`src/rtl/reg_writeback.sv`:
```
`default_nettype none
// +--------------------------------------------------------------------------+
// | Module   : reg_writeback                                                 |
// | Purpose  : In-order write-back FIFO feeding the register file write      |
// |            port, with a per-register pending-write scoreboard.           |
// | Options  : WB_FWD_EN adds youngest-entry forwarding for both queries.    |
// | Revision : 1.0                                                           |
// +--------------------------------------------------------------------------+
module reg_writeback #(
  parameter int M     = 3,
  parameter int N     = 6,
  parameter int DEPTH = 4
) (
  input  logic                     clk,
  input  logic                     rst,
  input  logic                     in_valid,
  output logic                     in_ready,
  input  logic [M-1:0]             in_opcode,
  input  logic [M-1:0]             in_dest,
  input  logic [N-1:0]             in_result,
  input  logic                     wb_stall,
  output logic [M-1:0]             wb_opcode,
  output logic [M-1:0]             wb_addr,
  output logic [N-1:0]             wb_data,
  input  logic [M-1:0]             qa_addr,
  input  logic [M-1:0]             qb_addr,
  output logic                     hazard_a,
  output logic                     hazard_b,
  output logic [(1<<M)-1:0]        pending,
  output logic [$clog2(DEPTH):0]   occupancy
`ifdef WB_FWD_EN
  ,
  output logic                     fwd_a_valid,
  output logic [N-1:0]             fwd_a_data,
  output logic                     fwd_b_valid,
  output logic [N-1:0]             fwd_b_data
`endif
);

  localparam int AW   = $clog2(DEPTH);
  localparam int OW   = AW + 1;
  localparam int NREG = 1 << M;

  logic [M-1:0]    r_op   [DEPTH];
  logic [M-1:0]    r_dest [DEPTH];
  logic [N-1:0]    r_data [DEPTH];
  logic [AW-1:0]   r_head;
  logic [AW-1:0]   r_tail;
  logic [OW-1:0]   r_count;

  logic            w_writeable;
  logic            w_push;
  logic            w_pop;
  logic [AW-1:0]   w_ofs   [DEPTH];
  logic [DEPTH-1:0] w_valid;
  logic [NREG-1:0] w_pending;

  // Opcodes 1..4 are the only ones that update the register file.
  assign w_writeable = (in_opcode != '0) && (in_opcode <= M'(4));
  assign in_ready    = (r_count < OW'(DEPTH));
  assign w_push      = in_valid && in_ready && w_writeable;
  assign w_pop       = (r_count != '0) && !wb_stall;

  always_ff @(posedge clk or negedge rst) begin
    if (!rst) begin
      r_head  <= '0;
      r_tail  <= '0;
      r_count <= '0;
      for (int i = 0; i < DEPTH; i++) begin
        r_op[i]   <= '0;
        r_dest[i] <= '0;
        r_data[i] <= '0;
      end
    end else begin
      if (w_push) begin
        r_op[r_tail]   <= in_opcode;
        r_dest[r_tail] <= in_dest;
        r_data[r_tail] <= in_result;
        r_tail         <= r_tail + AW'(1);
      end
      if (w_pop) begin
        r_head <= r_head + AW'(1);
      end
      if (w_push && !w_pop) begin
        r_count <= r_count + OW'(1);
      end else if (!w_push && w_pop) begin
        r_count <= r_count - OW'(1);
      end
    end
  end

  assign occupancy = r_count;
  assign wb_opcode = w_pop ? r_op[r_head]   : '0;
  assign wb_addr   = w_pop ? r_dest[r_head] : '0;
  assign wb_data   = w_pop ? r_data[r_head] : '0;

  // A slot is live when its distance from the head is below the fill level.
  generate
    for (genvar i = 0; i < DEPTH; i++) begin : g_valid
      assign w_ofs[i]   = AW'(i) - r_head;
      assign w_valid[i] = ({1'b0, w_ofs[i]} < r_count);
    end
  endgenerate

  always_comb begin
    w_pending = '0;
    for (int i = 0; i < DEPTH; i++) begin
      if (w_valid[i]) begin
        w_pending[r_dest[i]] = 1'b1;
      end
    end
  end

  assign pending  = w_pending;
  assign hazard_a = w_pending[qa_addr];
  assign hazard_b = w_pending[qb_addr];

`ifdef WB_FWD_EN
  logic [AW-1:0] w_age_idx [DEPTH];
  logic [N-1:0]  w_fwd_a;
  logic [N-1:0]  w_fwd_b;

  generate
    for (genvar k = 0; k < DEPTH; k++) begin : g_age
      assign w_age_idx[k] = r_head + AW'(k);
    end
  endgenerate

  // Walk oldest to youngest so the last match (youngest) wins.
  always_comb begin
    w_fwd_a = '0;
    w_fwd_b = '0;
    for (int k = 0; k < DEPTH; k++) begin
      if (OW'(k) < r_count) begin
        if (r_dest[w_age_idx[k]] == qa_addr) w_fwd_a = r_data[w_age_idx[k]];
        if (r_dest[w_age_idx[k]] == qb_addr) w_fwd_b = r_data[w_age_idx[k]];
      end
    end
  end

  assign fwd_a_valid = hazard_a;
  assign fwd_a_data  = w_fwd_a;
  assign fwd_b_valid = hazard_b;
  assign fwd_b_data  = w_fwd_b;
`endif

endmodule
`default_nettype wire

```
`config.mk`:
```
export PLATFORM = sky130hd
export DESIGN_NAME = reg_writeback
export DESIGN_NICKNAME = d
export VERILOG_FILES = /design/src/rtl/reg_writeback.sv
export SDC_FILE = /design/constraint.sdc
export NUM_CORES = 1
export LEC_CHECK = 0
export BUFFER_PORTS_ARGS = -buffer_cell sky130_fd_sc_hd__buf_4
export CORE_ASPECT_RATIO = 2
export CORE_MARGIN = 8
export CORE_UTILIZATION = 35
export CTS_CLUSTER_SIZE = 8
export DETAILED_ROUTE_END_ITERATION = 8
export PLACE_DENSITY = 0.59
export RECOVER_POWER = 50
export SKIP_CTS_REPAIR_TIMING = 1
export SYNTH_ARGS = -nofsm -noshare
export SYNTH_HDL_FRONTEND = slang
export SYNTH_SLANG_ARGS = --single-unit
export TNS_END_PERCENT = 50
```
`constraint.sdc`:
```
create_clock -name clk -period 3.46 [get_ports clk]
set_clock_uncertainty 0.05 [all_clocks]
set_input_delay 0.692 -clock clk [delete_from_list [all_inputs] [get_ports clk]]
set_output_delay 0.692 -clock clk [all_outputs]
set_load 0.02 [all_outputs]
```
## After elaboration in Yosys (flattened, before gate mapping)

Index checks and enable logic that the tools add are counted.

- Bits in registers: 55
- Input port bits: 22
- Output and inout bits: 26
- Logic and storage cells: 101

- $add $sub $neg: 8
- Magnitude comparators: 19
- Mux-type cells: 37
- Bitwise logic cells: 5
- Reductions and logical operators: 17

Operators by type and width:

| kind | count |
|---|---|
| two-way mux 8 bit | 4 |
| two-way mux 3 bit | 9 |
| bitwise mux 12 bit | 2 |
| bitwise mux 24 bit | 1 |
| < comparator 3 x 4 -> 1 bit (second input constant) | 6 |
| two-way mux 6 bit | 4 |
| bitwise OR 8 bit | 3 |
| binary-select mux 3 bit (select 2 bit) | 2 |
| binary-select mux 6 bit (select 2 bit) | 1 |
| demux 1 bit (select 3 bit) | 4 |
| demux 6 bit (select 2 bit) | 1 |
| >= comparator 3 x 1 -> 1 bit (second input constant) | 4 |
| < comparator 2 x 3 -> 1 bit | 4 |
| logical AND 1 bit | 11 |
| binary-select mux 1 bit (select 3 bit) | 2 |
| demux 3 bit (select 2 bit) | 1 |
| >= comparator 3 bit (second input constant) | 2 |
| two-way mux 1 bit | 6 |
| NOT 2 -> 3 bit | 2 |
| nonzero test 3 bit | 2 |
| adder 2 x 1 -> 2 bit (second input constant) | 2 |
| subtractor 1 x 2 -> 2 bit (first input constant) | 2 |
| subtractor 2 bit (first input constant) | 2 |
| adder 3 x 1 -> 3 bit (second input constant) | 1 |
| 6 further kinds | 8 |

## Depth between registers and ports, before layout

Gate-level depths: netlist (run 1).

- Depth after elaboration: 13
- Depth in mapped cells: 11
- Gate-level depth less buffers: 9

## Least setup slack after synthesis (run 1)

OpenSTA, ideal clock, no wires.

- Kind: register to output
- From: register r_head[1]
- To: output hazard_b
- Arrival: 2.755 ns
- Required time: 2.718 ns
- Slack: -0.037 ns
- Cell stages (with the launch flop): 11
- Buffers on the path: 1
- Cell sequence: dfrtp_1 -> clkbuf_1 -> xnor2_1 -> inv_1 -> ha_1 -> nor2b_2 -> a211oi_2 -> a32oi_1 -> nand2_1 -> a21oi_1 -> o311ai_1

- Cells in the longest elaborated chain, start to end: 11
- Elaborated cells on any way between the ends: 17
- Those cells by class: add/sub (4); order compare (4); mux (6); bitwise (3)

Ends and longest elaborated chain:

| item | line | RTL |
|---|---|---|
| start, declared | 47 | `logic [AW-1:0] r_head;` |
| start signal, assigned | 82 | `r_head <= r_head + AW'(1);` |
| subtractor 1 x 2 -> 2 bit | 100 | `assign w_ofs[i] = AW'(i) - r_head;` |
| < comparator 2 x 3 -> 1 bit | 101 | `assign w_valid[i] = ({1'b0, w_ofs[i]} < r_count);` |
| two-way mux 8 bit | 108 | `if (w_valid[i]) begin` |
| bitwise OR 8 bit (no line) | - |  |
| two-way mux 8 bit | 108 |  |
| bitwise OR 8 bit (no line) | - |  |
| two-way mux 8 bit | 108 |  |
| bitwise OR 8 bit (no line) | - |  |
| two-way mux 8 bit * | 108 |  |
| named net pending[6] | 29 | `output logic [(1<<M)-1:0] pending,` |
| binary-select mux 1 bit (select 3 bit) * | 116 | `assign hazard_b = w_pending[qb_addr];` |
| two-way mux 1 bit (not written as such) * | 116 |  |
| end, declared | 28 | `output logic hazard_b,` |

Mark *: on every way through the listed nets, which the timed path passes. The rest lies on a longest branch. The select of a mux whose other input is x is not followed.

## Worst setup path in the final report (run 1)

- From: register r_head[1]
- To: output hazard_b

- Cells in the longest elaborated chain, start to end: 11
- Elaborated cells on any way between the ends: 17
- Those cells by class: add/sub (4); order compare (4); mux (6); bitwise (3)

Ends and longest elaborated chain:

| item | line |
|---|---|
| subtractor 1 x 2 -> 2 bit | 100 |
| < comparator 2 x 3 -> 1 bit | 101 |
| two-way mux 8 bit | 108 |
| bitwise OR 8 bit (no line) | - |
| two-way mux 8 bit | 108 |
| bitwise OR 8 bit (no line) | - |
| two-way mux 8 bit | 108 |
| bitwise OR 8 bit (no line) | - |
| two-way mux 8 bit * | 108 |
| binary-select mux 1 bit (select 3 bit) * | 116 |
| two-way mux 1 bit (not written as such) * | 116 |

Every way passes the cells marked *; elsewhere a longest branch is shown, timed or not. The select of a mux whose other input is x is not followed.

==> metrics.md, run 1 <==
| Metric | Value |
|---|---|
| Status | finished clean |
| Number of diodes | 0 |
| CP startpoint | r_head[1] |
| Layout cell share with drive strength beyond 1 | 31.01% |
| Number of synthesized flops with an enable pin | 0 |
| Final worst path period need | 3.408 ns |
| Number of cell rows | 49 |
| Hold crit path type | flop to flop |
| Top-count cell post-synth | dfrtp_1 |
| Initial antenna violation count | 0 |
| Largest net degree at the start of global routing | 56 |
| First-pass GRT wire length | 13.02 mm |
| WL per Instance | 18.59 um |
| CTS Root Cell | clkbuf_16 |
| P_sw | 1.736 mW |
| Placed Cells | 410 |
| Nets | 347 |
| Total CTS buffers | 5 |
| Predominant post-synthesis flop cell | dfrtp_1 |
| F_max | 293.4 MHz |
| CP Data Arrival Time | 2.67 ns |
| CTS max path bufs | 2 |
| Final Setup Violations | 0 |
| DP Area | 0.003675 mm2 |
| Placer congestion estimate | 0.9333 |
| Layout area overhead | 20.58% |
| Ratio of final minimum period to clock period | 98.50% |
| Tot Pwr | 4.141 mW |
| Pre-CTS setup slack | 0.2599 ns |
| Maximum VDD drop | 0.0004109 V |
| Later-pin clock latency in the skew report | 0.29 ns |
| Pins Over Slew Limit | 0 |
| Fraction of registers with async set/reset | 100.0% |
| Clock Sink Count | 55 |
| ANT nets after route | 0 |
| #FFs+latches synth | 55 |
| GRT Util Overall | 12.91% |
| Sequential Power Share | 29.9% |
| Synth cell types | 41 |
| Ranking of synthesized cells by instance count | dfrtp_1 (55), mux2_1 (38), nor2b_1 (25), nand2_1 (14) |
| Vias/cell | 5.612 |
| Post-Syn Instances | 265 |
| Total core area | 0.008951 mm2 |
| Max Cap Viol | 0 |
| Io pins | 48 |
| Clock Pin Slew Worst Setup and Hold Paths | 0.06 ns |
| Crit path max fanout | 4 |
| CTS tree | yes |
| Worst Path Buf+Inv | 2 |
| Seq/Total Area, Yosys | 43.12% |
| Comb power frac | 58.4% |
| Top-area cell type share of the netlist area | 43.12% |
| CP endpoint kind | output pin |
| Cells along the critical path | xnor2_2 -> inv_1 -> ha_1 -> nor2b_4 -> a211oi_2 -> a32o_1 -> a221o_1 -> a2111oi_4 -> o311ai_2 -> buf_4 |
| Min-delay src | r_data[9] |
| Global route total overflow | 0 |
| Delay-heaviest family, CP | compound AO/OA/AOI/OAI gates |
| Fill count | 855 |
| DIE AREA | 0.01262 mm2 |
| Mean cell area of the mapped netlist | 12.04 um2 |
| R2R Path Start | occupancy[2] |
| Number of global-route vias before repair | 2,536 |
| Ys Warns | 0 |
| Clk pwr share | 11.8% |
| Critical Path Max Stage Delay | 0.43 ns |
| WS Path Type | flop to output pin |
| Post-route cell area | 0.003849 mm2 |
| P per Cell Area | 1076 mW/mm2 |
| DRC viols | 0 |
| CP max-delay cell | dfrtp_1 |
| WP data required | 2.72 ns |
| Initial core utilization | 35.66% |
| Final Hold Viols | 0 |
| Detailed Place HPWL | 5.935 mm |
| DR pass1 iterations | 4 |
| Initial DRC Count | 65 |
| Post-Route WL | 7.769 mm |
| Vias | 2,346 |
| Syn nets | 297 |
| Synth area leader | dfrtp_1 |
| Final std cells w/o fill | 418 |
| Worst slew pin tran | 1.350 ns |
| Die height | 151.1 um |
| Static Leak | 1.710 nW |
| Worst setup margin | 0.05201 ns |
| Mapped Area | 0.003192 mm2 |
| Top cells by area, synth | dfrtp_1 (43%), mux2_1 (13%), mux4_2 (8.5%), nor2b_1 (4.9%), mux2_2 (3.9%) |
| Port bufs | 47 |
| Headroom to the max-slew limit | 10.03% |
| Hold WS | 0.4360 ns |
| Die Wd | 83.53 um |
| CP Launch Type | flop |
| Switching share of power | 41.94% |
| Int Pwr | 2.404 mW |
| Htree depth | 2 |
| RSZ-0062 raised after global routing | true |
==> state kept, by name, indices dropped and copies added (netlist names) <==
signal and flops:
occupancy 3, r_data 24, r_dest 12, r_head 2
r_op 12, r_tail 2
==> power by group through the flow <==
stage,sequential (mW),combinational [mW],clock (mW)
after CTS,1.23,2.39,0.501
final,1.24,2.42,0.487
after global routing,1.29,2.62,0.534
after global placement,1.22,2.36,0
after detailed placement,1.24,2.38,0
after floorplan,1.17,1.60,0
==> metrics by stage <==
step                      setup TNS [ns]  util [%]
after floorplan                        0         -
after global placement                 0     41.05
after CTS                       -0.06043     42.59
after detailed placement               0     41.05
final                                  0     43.00
after global routing             -0.1340     43.00
==> cells in the final DEF (no fill, tap or decap), drive strengths merged <==
cell type,count
clkbuf,10
nor3,1
ha,9
a32oi,6
o21ai,3
xor2,1
or2,1
clkinv,1
fa,1
xnor2,7
nor2,11
inv,13
a32o,1
a21oi,6
nor2b,27
a221o,1
mux2,49
nand2,14
and2,2
a2111oi,1
mux4,12
and3,2
or2b,1
nand4,1
o2111a,1
buf,51
dfrtp,55
a22oi,9
nand4b,1
nor3b,1
a211oi,7
o211ai,1
a31oi,1
o311ai,1
nand3,6
a221oi,1
==> layout make-up <==
type,instances,area [um2],share of cell area (%)
Timing Repair Buffer,54,395.4,10.27
Sequential cell,55,1378,35.79
Inverter,13,48.80,1.268
Clock inverter,1,5.005,0.1300
Multi-Input combinational cell,186,1762,45.77
Clock buffer,7,132.6,3.446
Tap cell,102,127.6,3.316
==> kinds of logic (layout without fill, tap and decap cells) <==
kind of cell | count (synthesis) | in the layout | synth area share (%)
xor+xnor | 8 | 8 | 2.195
buf+inv | 24 | 75 | 3.332
compound gates | 39 | 39 | 9.918
simple gates | 68 | 68 | 11.53
mux | 61 | 61 | 25.75
flops | 55 | 55 | 43.12
fa+ha+maj | 10 | 10 | 4.155
==> metal layers <==
metal | GRT usage (%) | share of wire [%] | routed length, um
met3 | 2.208 | 3.3 | 254
met1 | 12.75 | 38 | 2942
met4 | 7.739 | 3.8 | 295
met5 | 0 | 0 | 0
met2 | 24.44 | 55 | 4277
==> final timing paths <==
path / to / slack (ns) / cells after the start
setup / recovery: hazard_b / 0.05 / 10
hold / removal: r_data[9] / 0.44 / 1
setup reg to reg: occupancy[2] / 0.59 / 8
hold reg to reg: r_data[9] / 0.44 / 1
max in group asynchronous: occupancy[1] / 1.83 / 1
min in group asynchronous: r_data[6] / 0.65 / 1
Power figures use the tool's default switching activity.
==> inputs of run 2 (changes only) <==
--- a/config.mk
+++ b/config.mk
@@ -11,6 +11,7 @@
 export CORE_UTILIZATION = 35
 export CTS_CLUSTER_SIZE = 8
 export DETAILED_ROUTE_END_ITERATION = 8
+export MAX_ROUTING_LAYER = met4
 export PLACE_DENSITY = 0.59
 export RECOVER_POWER = 50
 export SKIP_CTS_REPAIR_TIMING = 1
==> metrics.md, run 2 (synthesis results as in run 1) <==
| Metric | Value |
|---|---|
| Multi-input logic area | 0.001762 mm2 (unchanged) |
| CP endpoint kind | output pin |
| Worst slew pin tran | 1.340 ns (-0.009694 ns) |
| CTS Root Cell | clkbuf_16 |
| DP Area | 0.003675 mm2 (unchanged) |
| GRT Util Overall | 13.29% (+0.38 points) |
| DRC viols | 0 (unchanged) |
| WL per Instance | 18.67 um (+0.46%) |
| Biggest register | r_data |
| Commonest cells after routing, fill and taps aside | dfrtp_1 (54), buf_4 (51), mux2_1 (38) |
| Hold crit path type | flop to flop |
| Later-pin clock latency in the skew report | 0.29 ns (about the same) |
| Ratio of final minimum period to clock period | 98.50% (about the same) |
| Headroom to the max-slew limit | 10.67% (+0.65 points) |
| Most common cell after layout, fill and taps aside | dfrtp_1 |
| Largest regs | r_data: 24 flops, r_dest: 12 flops, r_op: 12 flops |
| Number of global-route vias before repair | 2,536 (unchanged) |
| Htree depth | 2 (unchanged) |
| Detailed Place HPWL | 5.935 mm (unchanged) |
| Clock Sink Count | 55 (unchanged) |
| Final std cells w/o fill | 418 (unchanged) |
| Worst setup margin | 0.05181 ns (-0.0001974 ns) |
| DIE AREA | 0.01262 mm2 (unchanged) |
| Pre-CTS setup slack | 0.2599 ns (unchanged) |
| Total core area | 0.008951 mm2 (unchanged) |
| Status | finished clean |
| R2R Path Start | occupancy[2] |
| Final core occ | 43.00% (unchanged) |
| Post-route cell area | 0.003849 mm2 (unchanged) |
| Tot Pwr | 4.144 mW (about the same) |
| R2r setup slk | 0.58 ns (about the same) |
| DR pass1 iterations | 5 (+1) |
| Storage element area | 0.001378 mm2 (unchanged) |
| CP Data Arrival Time | 2.67 ns (about the same) |
| Total CTS buffers | 5 (unchanged) |
| Nets | 347 (unchanged) |
| First-pass GRT wire length | 13.04 mm (+0.16%) |
| Vias | 2,367 (+0.90%) |
| WP data required | 2.72 ns (about the same) |
| CTS max path bufs | 2 (unchanged) |
| Port bufs | 47 (unchanged) |
| Maximum VDD drop | 0.0004078 V (-0.77%) |
| Crit path max fanout | 4 (unchanged) |
| Initial core utilization | 35.66% (unchanged) |
| Setup TNS | 0 ns (unchanged) |
| Number of diodes | 0 (unchanged) |
| Layout area overhead | 20.58% (unchanged) |
| CTS tree | yes |
| Worst Hold End | r_data[6] |
| Fill count | 855 (unchanged) |
| Post-Route WL | 7.805 mm (+0.46%) |
| Hold WS | 0.4346 ns (-0.001423 ns) |
| Initial antenna violation count | 0 (unchanged) |
| Io pins | 48 (unchanged) |
| Pins Over Slew Limit | 0 (unchanged) |
| Final Hold Viols | 0 (unchanged) |
| Largest net degree at the start of global routing | 56 (unchanged) |
| Static Leak | 1.710 nW (unchanged) |
| Worst R2R Path Depth | 8 (unchanged) |
| WS Path Type | flop to output pin |
| CP Launch Type | flop |
| Number of cell rows | 49 (unchanged) |
| Initial DRC Count | 87 (+34%) |
| Clock Pin Slew Worst Setup and Hold Paths | 0.07 ns (about the same) |
| Die Wd | 83.53 um (unchanged) |
| Placed Cells | 410 (unchanged) |
| Final worst path period need | 3.408 ns (+0.0001974 ns) |
| RSZ-0062 raised after global routing | true |
| Hold-critical path depth | 1 (unchanged) |
| Min-delay src | r_data[6] |
| Placer congestion estimate | 0.9500 (+1.8%) |
| F_max | 293.4 MHz (about the same) |
| ANT nets after route | 0 (unchanged) |
| Final Setup Violations | 0 (unchanged) |
| Max Cap Viol | 0 (unchanged) |
| Die height | 151.1 um (unchanged) |
| Max reg flops | 24 (unchanged) |
| P per Cell Area | 1077 mW/mm2 (about the same) |
| Vias/cell | 5.663 (+0.90%) |
| R2R Path End | occupancy[2] |
| Global route total overflow | 0 (unchanged) |
| Layout cell share with drive strength beyond 1 | 31.01% (unchanged) |
[run 2: cell counts in the layout (fill, tap and decap cells not counted)]
Identical to the previous run, type by type.
[run 2: power breakdown]
part / total (mW) / leakage [nW] / internal (mW) / switching, mW
logic: 2.42 / 0.972 / 1.18 / 1.24
registers: 1.24 / 0.670 / 0.959 / 0.278
clock network: 0.485 / 0.0679 / 0.268 / 0.217
total: 4.14 / 1.71 / 2.40 / 1.74
[run 2: cell type report]
type                    count  area share (%)
multi-input cells         186           45.77
inverters                  13           1.268
clock inverters             1          0.1300
repair buffers             54           10.27
flip-flops and latches     55           35.79
clock buffers               7           3.446
well taps                 102           3.316
[run 2: critical path, cell delays in order, from the launching register on]
cell	delay (ns)
dfrtp_1	0.42
xnor2_2	0.16
inv_1	0.06
ha_1	0.27
nor2b_4	0.15
a211oi_2	0.09
a32o_1	0.22
a221o_1	0.35
a2111oi_4	0.34
o311ai_2	0.14
buf_4	0.17
[run 2: how the worst max path moves through the flow]
stage,start,endpoint,slack (ns),cells after the start
2_1_floorplan,r_head[1],hazard_b,0.03,10
3_3_place_gp,r_head[1],hazard_b,0.31,10
3_5_place_dp,occupancy[1],hazard_b,0.26,9
4_1_cts,occupancy[1],hazard_b,-0.06,9
5_1_grt,r_head[1],hazard_b,-0.08,10
6_report,r_head[1],hazard_b,0.05,10
[run 2: metal layers]
layer | vias up | track usage (%) | wire length [um]
met5 | - | - | 0
met4 | 0 | 7.739 | 295
met3 | 21 | 2.208 | 340
met2 | 84 | 24.48 | 4283
met1 | 1195 | 12.75 | 2885
li1 | 1067 | - | -
